## config.mk

```make
export PLATFORM = sky130hd
export DESIGN_NAME = countdown_timer
export DESIGN_NICKNAME = d
export VERILOG_FILES = /design/src/rtl/countdown_timer_pkg.sv /design/src/rtl/countdown_timer_tick_divider.sv /design/src/rtl/countdown_timer.sv
export SDC_FILE = /design/constraint.sdc
export NUM_CORES = 1
export LEC_CHECK = 0
export CORE_UTILIZATION = 52
export CTS_CLUSTER_DIAMETER = 150
export DETAILED_ROUTE_END_ITERATION = 7
export GPL_ROUTABILITY_DRIVEN = 0
export GPL_TIMING_DRIVEN = 0
export PLACE_DENSITY = 0.94
export SLEW_MARGIN = 10
export SYNTH_ARGS = -nofsm -noshare
export SYNTH_HDL_FRONTEND = slang
export SYNTH_HIERARCHICAL = 1
export SYNTH_SLANG_ARGS = --single-unit
```

## constraint.sdc

```tcl
create_clock -name clock -period 4.2 [get_ports clock]
set_input_delay 0.63 -clock clock [delete_from_list [all_inputs] [get_ports clock]]
set_output_delay 0.63 -clock clock [all_outputs]
set_load 0.03 [all_outputs]
```

## src/rtl/countdown_timer_pkg.sv

```systemverilog
// Shared types for the countdown timer: FSM state encoding.
package countdown_timer_pkg;

    typedef enum logic [1:0] {
        IDLE = 2'd0,
        RUN  = 2'd1,
        DONE = 2'd2
    } state_t;

endpackage

```

## src/rtl/countdown_timer_tick_divider.sv

```systemverilog
// Prescaler: counts enabled cycles and emits a tick when the count matches prescale.
import countdown_timer_pkg::*;

module tick_divider #(
    parameter int PrescaleSize = 4
) (
    input  logic                    clock,
    input  logic                    reset,
    input  logic                    clear,
    input  logic                    enable,
    input  logic [PrescaleSize-1:0] prescale,
    output logic                    tick
);

    logic [PrescaleSize-1:0] phase;

    // Compared against the live prescale, so a mid-run change applies at the next compare.
    assign tick = enable && !clear && (phase == prescale);

    always_ff @(posedge clock) begin
        if (reset || clear) begin
            phase <= '0;
        end else if (enable) begin
            phase <= tick ? '0 : phase + PrescaleSize'(1);
        end
    end

endmodule

```

## src/rtl/countdown_timer.sv

```systemverilog
// Prescaled countdown timer with IDLE/RUN/DONE FSM.
// Define COUNTDOWN_TIMER_AUTORELOAD_EN to reload from the last loaded value on expiry.
import countdown_timer_pkg::*;

module countdown_timer #(
    parameter int Size         = 8,
    parameter int PrescaleSize = 4
) (
    input  logic                    clock,
    input  logic                    reset,
    input  logic                    count,
    input  logic [PrescaleSize-1:0] prescale,
    input  logic                    load,
    input  logic [Size-1:0]         load_data,
    input  logic                    start,
    input  logic                    abort,
    output logic [Size-1:0]         data_o,
    output logic                    busy,
    output logic                    done,
    output logic                    expired
);

    state_t          state;
    logic            tick;
    logic            div_clear;
    logic            div_enable;
    logic [Size-1:0] effective;
`ifdef COUNTDOWN_TIMER_AUTORELOAD_EN
    logic [Size-1:0] reload;
`endif

    // Holding the divider clear outside RUN guarantees a fresh phase on every entry to RUN.
    assign div_clear  = (state != RUN) || abort;
    assign div_enable = (state == RUN) && count;
    assign effective  = load ? load_data : data_o;
    assign busy       = (state == RUN);
    assign expired    = (state == DONE);

    tick_divider #(
        .PrescaleSize(PrescaleSize)
    ) u_tick_divider (
        .clock   (clock),
        .reset   (reset),
        .clear   (div_clear),
        .enable  (div_enable),
        .prescale(prescale),
        .tick    (tick)
    );

    always_ff @(posedge clock) begin
        if (reset) begin
            state  <= IDLE;
            data_o <= '0;
            done   <= 1'b0;
`ifdef COUNTDOWN_TIMER_AUTORELOAD_EN
            reload <= '0;
`endif
        end else begin
            done <= 1'b0;
            case (state)
                IDLE, DONE: begin
                    if (load) begin
                        data_o <= load_data;
`ifdef COUNTDOWN_TIMER_AUTORELOAD_EN
                        reload <= load_data;
`endif
                        state  <= IDLE;
                    end
                    // Start overrides both the load-driven IDLE move and a same-cycle abort.
                    if (start) begin
                        if (effective != '0) begin
                            state <= RUN;
                        end else begin
                            state <= DONE;
                            done  <= 1'b1;
                        end
                    end
                end
                RUN: begin
                    if (abort) begin
                        state <= IDLE;
                    end else if (tick) begin
                        if (data_o == Size'(1)) begin
                            done <= 1'b1;
`ifdef COUNTDOWN_TIMER_AUTORELOAD_EN
                            if (reload != '0) begin
                                data_o <= reload;
                            end else begin
                                data_o <= '0;
                                state  <= DONE;
                            end
`else
                            data_o <= '0;
                            state  <= DONE;
`endif
                        end else if (data_o != '0) begin
                            data_o <= data_o - Size'(1);
                        end
                    end
                end
                default: state <= IDLE;
            endcase
        end
    end

endmodule

```

==> metrics.txt, run 1 <==
Synth cell types=47; Detailed Route Iter0 Violations=47; Register Area=between 300 and 400 sq um; Hold Crit Depth=2; fin nets=194; Rows=16; floorplan core area=2040 sq um; CTS Buf Count=3; post-CTS setup repair buffer count=0; Max-Cap Viols=0; pin count of the biggest net entering global routing=11; crit path time final=between 3 and 4 ns; Worst R2R Start=state[0]; share of the synthesized area in the top cell type=between 20% and 30%; CP Capture Type=flop; Synth Area in Compound Gates=a little over a quarter; end of the worst register-to-register path=data_o[4]; status=complete, no violations; I/O pins=29; post-route cell area=between 1500 and 2000 sq um; DRT Wirelength=about 3100 microns; # DRC=0; Final period util=approximately 73%; Die Width=between 40 and 50 microns; mux cell area share after synthesis=about 4.3%; Peak VDD IR=between 200 and 300 uV; Post-Syn Nets=approximately 160; slew margin rel.=between 60 and 70%; DR WL/cell=approximately 16 microns; worst hold-check path type=reg2reg; via count=around 1,200; Root Buffer=clkbuf_4; Worst Path Arrival=3.24 ns; Worst Hold Path EP=data_o[1]; Worst Skew=about 0.00073 ns; clk sink count=15; Post-synth EDFFs=0; delay of the slowest critical-path stage=about 0.47 ns; Power Dens Cells=~340 nW/um^2; largest family of logic cells by synthesized area=simple AND/OR/NAND/NOR gates; die area=around 2400 sq um; Synth Area in Adders=around 4.3%; Slew Viols, Final=0; setup_tns=0 ns; hpwl dp=2310 microns; first-pass GRT wire length=5180 microns; Hold Buf Count CTS=0; GRT Resource Usage Total=27.3%; top_reg_cell synth=dfxtp_1; Worst path slowest cell=dfxtp_1; Initial Util=57.2%; CTS tree=built; clk slew on worst S/H paths=~0.090 ns; Synth Area in XOR/XNOR=under 10%; Fin. Hold Viols=0; Max FO, Critical Path=10; number of global-route vias before repair=1,190; average cell area after synthesis=roughly 8.4 sq um; HP Start=data_o[1]; Skew-Pair Late Insertion Delay=0.29 ns; worst slew pin tran=between 0.5 and 0.6 ns; FF-to-FF path depth=11; simple-gate share of the synthesized area=approximately 30%; Post-DP Area=1480 sq um; top cell type by total area after synthesis=dfxtp_1; remaining antenna violation count=0; synthesized netlist cell count=139; CTS Buffer Depth=2; CP Data Required Time=4.39 ns; Worst Setup SP=state[0]; fraction of layout cells with a size suffix above 1=9.94%; RSZ-0062 raised after global routing=no; final cell count without fillers=around 200; n_diodes=0; async set-or-reset flop fraction in the synthesized netlist=0%; CP Class=reg2reg; initial antenna violation count=0; placed insts=around 190; cell repeated most along the worst path=and2_1; Vias/cell=about 6.3; Final setup violation count=0; fillers=approximately 150; Post-CTS Resized=0; area of the multi-input gates=between 800 and 900 sq um; area growth from synthesis to layout=29.1%; Synth Warn #=6; Vert. Die Dim=between 40 and 50 microns; total grt overflow=0; Fmax=about 330 MHz; sequential area share after synthesis=25.7%; P_leak=0.552 nW; CP Cell Sequence=nand2b_1 -> clkbuf_1 -> clkinv_1 -> and2_1 -> nor3b_2 -> and2_1 -> nor3b_1 -> o21ai_2 -> and2_1 -> buf_2 -> o32ai_1; synth top area cells=dfxtp_1 (26%), xor2_1 (4.5%), ha_1 (4.3%), mux2i_1 (4.3%), nand2b_1 (4.3%); Synth Register Bits=15; Cell Area, Synth=1170 sq um; port bufs=28; H-tree depth reported by CTS=1; Worst R2R Setup Slack=about 1.1 ns; critical path startpoint category=flop; DR pass1 iterations=7
==> stage by stage <==
stage	util (%)	hold slack [ns]	power (mW)	setup slack, ns
detailed placement	72.6	0.523	0.421	1.17
floorplan	-	0.534	0.342	1.58
global route	73.9	0.577	0.536	0.851
finish	73.9	0.539	0.508	1.15
global placement	72.6	0.519	0.414	1.24
CTS	73.9	0.535	0.506	1.19
==> power breakdown <==
group / internal [mW] / switching, mW / total (mW)
combinational: 0.112 / 0.132 / 0.244
clock: 0.0370 / 0.0472 / 0.0842
sequential: 0.157 / 0.0228 / 0.179
total: 0.306 / 0.202 / 0.508
==> registers in the layout, summed over array words and instances (netlist names) <==
register / flops
data_o: 8
done: 1
state: 2
u_tick_divider/phase: 4
==> cells in the mapped netlist, types with 2 or more instances <==
cell,n
dfxtp_1,15
nor2_1,11
a21oi_1,8
nand2b_1,8
nand2_1,7
a211oi_1,6
xor2_1,6
a22oi_1,5
mux2i_1,5
o32ai_1,5
ha_1,4
inv_1,4
or3_1,4
a31oi_1,3
and2_1,3
clkbuf_1,3
nand3_1,3
nor2b_1,3
nor4_1,3
buf_2,2
nor3b_1,2
o21ai_0,2
or2_2,2
or4_4,2
==> critical path, delay by kind of cell (launching register included) <==
family          cells  cell delay, ns
compound gates      2            0.52
buf+inv             3            0.62
flops               1            0.47
simple gates        6            1.33
==> worst max-delay path by stage <==
stage                     depth (start not counted)        end
after floorplan                                  11  data_o[7]
final                                            11  data_o[4]
after detailed placement                          9  data_o[4]
after global placement                            9  data_o[7]
after CTS                                        11  data_o[4]
after global routing                             11  data_o[7]
==> layer usage <==
layer | share of wire (%) | global-route usage (%) | up-vias
met5 | 0 | 0 | -
met4 | 0.70 | 7.14 | 0
met3 | 10 | 9.97 | 8
met2 | 50 | 47.7 | 70
met1 | 39 | 31.1 | 570
li1 | - | - | 596
==> cell type report <==
class | count | area share, %
multi-input combinational | 112 | 53.9
timing repair buffer | 28 | 18.6
clock buffer | 4 | 1.74
inverter | 5 | 1.24
tap | 27 | 2.24
sequential | 15 | 19.9
buffer | 7 | 2.40
==> logic make-up (layout without fill, tap and decap cells) <==
| group | after synthesis | count (layout) |
|---|---|---|
| multiplexers | 5 | 5 |
| flip-flops | 15 | 15 |
| buffers and inverters | 12 | 44 |
| adder cells (fa/ha/maj) | 4 | 4 |
| XOR/XNOR | 7 | 7 |
| AND/OR/NAND/NOR | 57 | 57 |
| AO/OA/AOI/OAI | 39 | 39 |
==> placed cells by master, fill, tap and decap left out, drive strengths merged, types with 5 or more instances in the layout <==
cell | synthesis | layout
xor2 | 6 | 6
a211oi | 7 | 7
mux2i | 5 | 5
clkbuf | 3 | 7
nand2b | 8 | 8
a21oi | 8 | 8
dfxtp | 15 | 15
o32ai | 5 | 5
nand2 | 7 | 7
nor2 | 11 | 11
clkdlybuf4s50 | 0 | 28
a22oi | 5 | 5
(Power assumes the default switching activity.)
==> inputs of run 2 (changes only) <==
Settings changed: CORE_UTILIZATION 52 to 44, PLACE_DENSITY 0.94 to 0.85.
Clock period 4.2 ns to 2.55 ns, I/O delays scaled along.
==> run 2 against run 1 <==
Fmax is 34% higher. Critical endpoint is now data_o[7]. Worst hold slack better by 0.0011 ns. Critical path type unchanged. Largest cell class unchanged. Die area is 17% higher. Count of clock-buffer cells in the layout did not move. Critical path depth decreased by 1. Via count is 1.1% higher. Combinational power rose by 67%. Utilization is 11 points lower. Highest routed layer unchanged. Sequential cell count is the same. Register-to-register slack got worse by 0.88 ns. Power is 66% higher. Global-route usage is 3.2 points lower.
==> metrics.txt, run 2 (same netlist as run 1, synthesis figures left out) <==
pin count of the biggest net entering global routing=11 (unchanged); placed insts=197 (+1.5%); via count=1,258 (+1.1%); status=complete, no violations; slew margin rel.=64.2% (+3.3 points); # DRC=0 (unchanged); CP Data Required Time=2.76 ns (-1.63 ns); top flop regs=data_o: 8 flops, u_tick_divider/phase: 4 flops, state: 2 flops; CTS Buffer Depth=2 (unchanged); CP Capture Type=flop; fillers=230 (+50%); commonest non-fill, non-tap cell in the layout=clkdlybuf4s50_1; n_diodes=0 (unchanged); Initial Util=46.7% (-10 points); total grt overflow=0 (unchanged); port bufs=28 (unchanged); worst hold-check path type=reg2reg; hpwl dp=2270 microns (-1.9%); worst slew pin tran=0.537 ns (-0.0490 ns); remaining antenna violation count=0 (unchanged); Max-Cap Viols=0 (unchanged); max reg flops=8 (unchanged); Detailed Route Iter0 Violations=62 (+32%); Tot Pwr=0.845 mW (+66%); Setup Slack @ Placement=-0.311 ns (-1.49 ns); Fin. Hold Viols=0 (unchanged); Top reg by flops=data_o; Die Width=53.5 microns (+8.4%); Vert. Die Dim=53.5 microns (+8.4%); Worst Path Arrival=2.49 ns (-0.75 ns); die area=2870 sq um (+17%); Vias/cell=6.14 (-2.3%); DR WL/cell=15.1 microns (-4.3%); post-route cell area=1560 sq um (+3.6%); Rows=18 (+2); Root Buffer=clkbuf_4; CTS Buf Count=3 (unchanged); most frequent cells in the layout=clkdlybuf4s50_1 (28), dfxtp_1 (14), nor2_1 (11); Final period util=89.5% (+17 points); Post-DP Area=1490 sq um (+0.34%); floorplan core area=2500 sq um (+22%); DRT Wirelength=3100 microns (-0.93%); initial antenna violation count=0 (unchanged); fin nets=198 (+2.1%); RSZ-0062 raised after global routing=no; Final setup violation count=0 (unchanged); setup ws final=0.267 ns (-0.882 ns); clk slew on worst S/H paths=0.09 ns (about the same); first-pass GRT wire length=4950 microns (-4.3%); clk sink count=15 (unchanged); critical path startpoint category=flop; Power Dens Cells=540 nW/um^2 (+60%); Peak VDD IR=476 uV (+60%); P_leak=0.590 nW (+6.9%); area growth from synthesis to layout=33.8%; Max FO, Critical Path=8 (-2); Worst Skew=0.00510 ns (+0.00437 ns); number of global-route vias before repair=1,135 (-4.6%); Slew Viols, Final=0 (unchanged); I/O pins=29 (unchanged); Fmax=438 MHz (+34%); CTS tree=built; crit path time final=2.28 ns (-0.768 ns); DR pass1 iterations=4 (-3); GRT Resource Usage Total=24.1% (-3.2 points); setup_tns=0 ns (unchanged); Hold Buf Count CTS=0 (unchanged); final cell count without fillers=205 (+3.5%); Skew-Pair Late Insertion Delay=0.29 ns (about the same); CP Class=reg2reg; fraction of layout cells with a size suffix above 1=14.9% (+4.9 points); H-tree depth reported by CTS=1 (unchanged)
==> run 2: layout make-up <==
cell class / instances / area [sq um] / share of cell area (%)
inverter: 5 / 20.0 / 1.28
sequential: 15 / 302 / 19.3
timing repair buffer: 33 / 318 / 20.3
buffer: 6 / 32.5 / 2.08
clock buffer: 4 / 26.3 / 1.68
tap: 30 / 37.5 / 2.40
multi-input combinational: 112 / 828 / 53.0
==> run 2: what timing repair did <==
item / in CTS / in global routing
resized for setup: 3 / 2
pin swaps: 0 / 0
buffers inserted: 5 / 0
endpoints found under the setup margin: 8 / 10
==> run 2: stage by stage <==
| step | utilization [%] | hold slack, ns |
|---|---|---|
| 5_1_grt | 62.6 | 0.573 |
| 3_5_place_dp | 59.5 | 0.533 |
| 2_1_floorplan | - | 0.534 |
| 3_3_place_gp | 59.5 | 0.520 |
| 4_1_cts | 62.4 | 0.546 |
| 6_report | 62.6 | 0.540 |
==> run 2: worst paths after layout <==
check                           slack, ns  cells past startpoint   endpoint       from
worst min register to register       0.54                      2  data_o[1]  data_o[1]
worst max register to register       0.27                     10  data_o[7]   state[1]
worst min-delay path                 0.54                      2  data_o[1]  data_o[1]
worst max-delay path                 0.27                     10  data_o[7]   state[1]
==> run 2: where the power goes <==
part / internal [mW] / switching [mW] / leakage (nW) / total (mW)
registers: 0.258 / 0.0380 / 0.123 / 0.296
logic: 0.192 / 0.216 / 0.452 / 0.408
clock network: 0.0609 / 0.0790 / 0.0150 / 0.140
==> run 2: critical path, cell delays in order (launching register included) <==
cell	delay (ns)
dfxtp_1	0.38
nand2b_4	0.21
clkinv_2	0.09
and2_2	0.21
nor3b_4	0.20
and2_1	0.17
nor3b_1	0.22
o21ai_2	0.11
and2_1	0.16
buf_2	0.17
o41ai_2	0.30
==> run 2: layer usage <==
layer,vias up,GRT usage [%],share of wire (%),routed length [microns]
li1,603,-,-,-
met1,603,28.4,43,1330
met2,45,42.9,50,1550
met3,7,5.93,5.8,180
met4,0,7.02,1.3,40
met5,-,0,0,0
==> inputs of run 3 (changes only) <==
Settings changed: CAP_MARGIN set to 10.
==> results of run 3 <==
Same layout as run 2: the final DEF is identical, and so are final timing and power.
